### src/rtl/las_shift_sequencer.sv
// Multi-cycle left arithmetic shift controller: steps a single-bit shift datapath
// once per clock for 'amount' cycles and reports the result with a sticky overflow flag.

module left_arith_shift #(
  parameter int unsigned WIDTH = 16
) (
  input  logic [WIDTH-1:0] a,
  output logic [WIDTH-1:0] y,
  output logic             of
);
  assign y  = {a[WIDTH-2:0], 1'b0};
  assign of = a[WIDTH-1] ^ a[WIDTH-2];
endmodule

module las_shift_sequencer #(
  parameter int unsigned WIDTH = 16,
  parameter int unsigned AMT_W = 4
) (
  input  logic             clk,
  input  logic             rst_n,
  input  logic             start,
  input  logic             abort,
  input  logic [WIDTH-1:0] din,
  input  logic [AMT_W-1:0] amount,
  output logic             ready,
  output logic             busy,
  output logic             done,
  output logic [WIDTH-1:0] dout,
  output logic             ovf
);
  typedef enum logic [1:0] {IDLE, SHIFT, DONE} state_t;

  state_t           state, state_nx;
  logic [WIDTH-1:0] acc, acc_nx;
  logic [AMT_W-1:0] cnt, cnt_nx;
  logic             ovf_acc, ovf_acc_nx;
  logic [WIDTH-1:0] dout_nx;
  logic             ovf_nx;
  logic [WIDTH-1:0] step_y;
  logic             step_of;

  left_arith_shift #(.WIDTH(WIDTH)) u_step (
    .a  (acc),
    .y  (step_y),
    .of (step_of)
  );

  // Results are latched on the edge that enters DONE (from the value being
  // written into acc), so dout/ovf are already valid during the done cycle.
  always_comb begin
    state_nx   = state;
    acc_nx     = acc;
    cnt_nx     = cnt;
    ovf_acc_nx = ovf_acc;
    dout_nx    = dout;
    ovf_nx     = ovf;
    case (state)
      IDLE: begin
        if (start) begin
          acc_nx     = din;
          cnt_nx     = amount;
          ovf_acc_nx = 1'b0;
          if (amount != '0) begin
            state_nx = SHIFT;
          end else begin
            state_nx = DONE;
            dout_nx  = din;
            ovf_nx   = 1'b0;
          end
        end
      end
      SHIFT: begin
        if (abort) begin
          state_nx = IDLE;
        end else begin
          acc_nx     = step_y;
          ovf_acc_nx = ovf_acc | step_of;
          cnt_nx     = cnt - AMT_W'(1);
          if (cnt == AMT_W'(1)) begin
            state_nx = DONE;
            dout_nx  = step_y;
            ovf_nx   = ovf_acc | step_of;
          end
        end
      end
      DONE:    state_nx = IDLE;
      default: state_nx = IDLE;
    endcase
  end

  always_ff @(posedge clk or negedge rst_n) begin
    if (!rst_n) begin
      state   <= IDLE;
      acc     <= '0;
      cnt     <= '0;
      ovf_acc <= 1'b0;
      dout    <= '0;
      ovf     <= 1'b0;
    end else begin
      state   <= state_nx;
      acc     <= acc_nx;
      cnt     <= cnt_nx;
      ovf_acc <= ovf_acc_nx;
      dout    <= dout_nx;
      ovf     <= ovf_nx;
    end
  end

  assign ready = (state == IDLE);
  assign busy  = (state == SHIFT) || (state == DONE);
  assign done  = (state == DONE);
endmodule

### config.mk
export PLATFORM = sky130hd
export DESIGN_NAME = las_shift_sequencer
export DESIGN_NICKNAME = d
export VERILOG_FILES = /design/src/rtl/las_shift_sequencer.sv
export SDC_FILE = /design/constraint.sdc
export NUM_CORES = 1
export LEC_CHECK = 0
export CAP_MARGIN = 20
export CORE_AREA = 8 8 74 76
export DETAILED_ROUTE_END_ITERATION = 12
export DIE_AREA = 0 0 82 84
export HOLD_SLACK_MARGIN = 0.02
export PLACE_DENSITY = 0.76
export RECOVER_POWER = 25
export SETUP_SLACK_MARGIN = 0.02
export SKIP_CTS_REPAIR_TIMING = 1
export SLEW_MARGIN = 30
export SYNTH_ARGS = -nofsm -noshare
export SYNTH_HDL_FRONTEND = slang
export SYNTH_HIERARCHICAL = 1
export SYNTH_SLANG_ARGS = --single-unit
### constraint.sdc
create_clock -name clk -period 2.9 [get_ports clk]
set_clock_uncertainty 0.05 [all_clocks]
set_input_delay 0.435 -clock clk [delete_from_list [all_inputs] [get_ports clk]]
set_output_delay 0.435 -clock clk [all_outputs]
set_load 0.03 [all_outputs]
==> run_results.csv <==
group,metric,value,unit
timing,drv_slew,41,
worst_setup_path,cp.arrival,2.56,ns
worst_setup_path,critPathKind,"register to register",
global_routing,track_usage,12.59,%
yosys,synth-simple-area-share,5.897,%
timing,setup_viol,0,
power_and_ir_drop,seqPwrFrac,32.4,%
cts,cts_root_buf,"clkbuf_8",
floorplan,rows,24,
power_and_ir_drop,power_frac_comb,56.8,%
cts,htree_levels,2,
status,outcome,"finished, violations left",
global_routing,grt_first_pass_wirelength,6817,µm
job,cap_violations,1,
floorplan,die-area,6888,µm²
timing,fin_crit_sh,83.96,%
worst_setup_path,start_kind,"register",
yosys,yosysMostFrequentCell,"dfrtp_1",
timing,max_freq,410.7,MHz
cts,cts_max_path_buffers,2,
worst_setup_path,cp-end-kind,"register",
timing,tns,0,ns
cts,clock-sinks,40,
yosys,synthesis.nets,196,
drt,drt-total-wl,4115,µm
final_layout,area_growth,20.79,%
floorplan,die_w,82,µm
power_and_ir_drop,irDropWorstVdd,0.6116,mV
worst_setup_path,critPathBufInv,2,
cts,cts_made_buffers,5,
power_and_ir_drop,p_per_area,1276,nW/µm²
final_layout,drive_above_1_share,27.27,%
worst_hold_path,hold_end,"ovf_acc",
global_routing,grt_max_degree,41,
worst_setup_path,r2r-end,"dout[6]",
yosys,synthTopCellsByArea,"dfrtp_1 (49%), mux2_2 (18%), buf_4 (5.8%)",
status,failed_checks,"capacitance limit, slew limit",
yosys,syn_area_per_cell,12.32,µm²
worst_hold_path,min-delay-start,"ovf_acc",
worst_hold_path,min_path_cells,2,
power_and_ir_drop,switching_power,1.248,mW
cts,clkTransAtPathRegs,0.07,ns
floorplan,io_pins,44,
yosys,seq_area_frac_synth,48.63,%
drt,vias,1289,
worst_hold_path,hold_class,"register to register",
yosys,synth_adder_area_share,3.040,%
timing,rsz0062_at_grt,"no",
drt,ant_nets,0,
yosys,ys_warn_count,6,
yosys,synth_cells,167,
final_layout,finish.utilization,58.30,%
placement,dp_hpwl,2981,µm
yosys,synth_top_family_by_area,"multiplexers",
worst_setup_path,rr_worst_depth,7,
worst_setup_path,rr_startpoint,"state[1]",
drt,viasPerCell,5.156,
global_routing,overflow,0,
yosys,yosysTopAreaCell,"dfrtp_1",
floorplan,start_util,48.27,%
timing,hold_violations,0,
yosys,muxShareOfSynthArea,26.69,%
final_layout,nets,227,
yosys,ys_top_cells_by_count,"dfrtp_1 (40), mux2_2 (33), buf_4 (16), o21ai_0 (10), nand2_1 (8)",
final_layout,fillers,350,
placement,place.gp.congestion,0.8146,
timing,period_needed,2.435,ns
yosys,netlist_area,2058,µm²
worst_setup_path,cp_top_family,"compound AO/OA/AOI/OAI gates",
global_routing,grt_pass1_vias,1439,
yosys,postSynth.asyncResetShare,100.0,%
yosys,ys.flop_type,"dfrtp_1",
drt,dr.pass1.iters,4,
yosys,synth_top_area_share,48.63,%
worst_setup_path,crit_path_cell_trace,"inv_1, ha_1, nor2b_1, a21o_1, a221o_1, buf_4, mux2_2",
cts,tritoncts,"done",
yosys,synth-xor-area-share,0.4255,%
worst_setup_path,slowest_delay,0.41,ns
worst_setup_path,r2r_slack,0.47,ns
worst_setup_path,slowest_stage,"dfrtp_1",
drt,drt_iter0_markers,71,
floorplan,core,4264,µm²
placement,port_buffers,43,
timing,tightest_slew,2.061,ns
power_and_ir_drop,swShare,39.34,%
yosys,synth_compound_area_share,5.471,%
drt,drc,0,
drt,wire_per_inst,16.46,µm
yosys,ys_ff_latch,40,
yosys,synth-edff-count,0,
final_layout,diodes,0,
worst_setup_path,cp.required,3.02,ns
power_and_ir_drop,clkPwrFrac,10.8,%
floorplan,die_height,84,µm
worst_setup_path,worst-path-max-fanout,17,
global_routing,antenna_found_initial,0,
cts,clk_latency,0.29,ns
yosys,post_synth_num_cell_types,31,
power_and_ir_drop,internal_power,1.925,mW
timing,slew_headroom,-37.38,%
power_and_ir_drop,cellLeakagePower,1.087,nW
cell type report:
type,count,area (µm²),area share [%]
clock buffer,6,72.57,2.919
clock inverter,1,5.005,0.2013
inverter,7,26.28,1.057
multi-input combinational,97,862.1,34.68
sequential,40,1001,40.26
tap,52,65.06,2.617
timing repair buffer,47,454.2,18.27
power groups by stage:
stage	Combinational, mW	Clock (mW)	Sequential [mW]
floorplan	1.20	0	1.24
global placement	1.75	0	1.02
detailed placement	1.81	0	1.03
CTS	1.82	0.353	1.03
global route	1.94	0.377	1.07
finish	1.80	0.343	1.03
worst reg2reg max path: cells and delay by family, from the launching register on:
kind	cells	cell delay (ns)
and+or+nand+nor	1	0.30
AOI/OAI and AO/OA	2	0.53
DFF	1	0.41
buffers and inverters	2	0.38
muxes	1	0.38
adders and majority gates	1	0.27
per-layer routing:
metal | wire length, µm | track usage, % | vias up
met1 | 1691 | 14.08 | 638
met5 | 0 | 0 | -
met4 | 71 | 4.313 | 0
li1 | - | - | 616
met3 | 199 | 4.095 | 9
met2 | 2152 | 21.41 | 26
registers in the layout, summed over array words and instances, names as in the netlist:
name     cells
ovf          1
cnt          4
state        2
dout        16
acc         16
ovf_acc      1
metrics by stage:
stage | cell area, µm² | std cells | power, mW | setup WS (ns) | hold WS, ns
after floorplan | 2058 | 167 | 2.444 | 0.6972 | 0.08941
after global placement | 2410 | 243 | 2.765 | 0.4634 | 0.4135
after detailed placement | 2410 | 243 | 2.846 | 0.4058 | 0.4276
after CTS | 2487 | 250 | 3.203 | 0.4838 | 0.2406
after global routing | 2486 | 250 | 3.381 | 0.3316 | 0.4771
final | 2486 | 250 | 3.173 | 0.4653 | 0.4436
kinds of logic after synthesis:
group / after synthesis
and+or+nand+nor: 23
muxes: 47
xor gates and xnor gates: 1
other: 1
buffers and inverters: 30
adders and majority gates: 5
AOI/OAI and AO/OA: 20
DFF: 40
worst max-delay path by stage:
stage	from	endpoint	depth (start not counted)
floorplan	state[0]	acc[10]	6
global placement	amount[0]	dout[9]	5
detailed placement	start	dout[6]	6
CTS	state[0]	dout[6]	7
global route	state[0]	dout[5]	7
finish	state[1]	dout[6]	7
placed cells by master (no fill, tap or decap):
cell and instances:
nand2b_1 2, o21ai_0 10, nor2_1 3, nand3_1 1, or4_4 1, a21o_1 1, a221o_1 1, nor3_1 1
mux2_4 7, inv_1 7, o31ai_1 1, nand2_1 8, o22ai_1 2, nor2b_1 3, dfrtp_1 40, clkdlybuf4s50_1 42
mux2i_1 5, or3_1 1, or3b_1 1, or2_2 2, clkbuf_1 2, a21oi_1 4, conb_1 1, mux2_1 2
buf_4 4, a21oi_2 1, mux2_2 33, xor2_1 1, clkbuf_8 5, ha_1 5, clkinv_2 1
(Power assumes the default switching activity.)
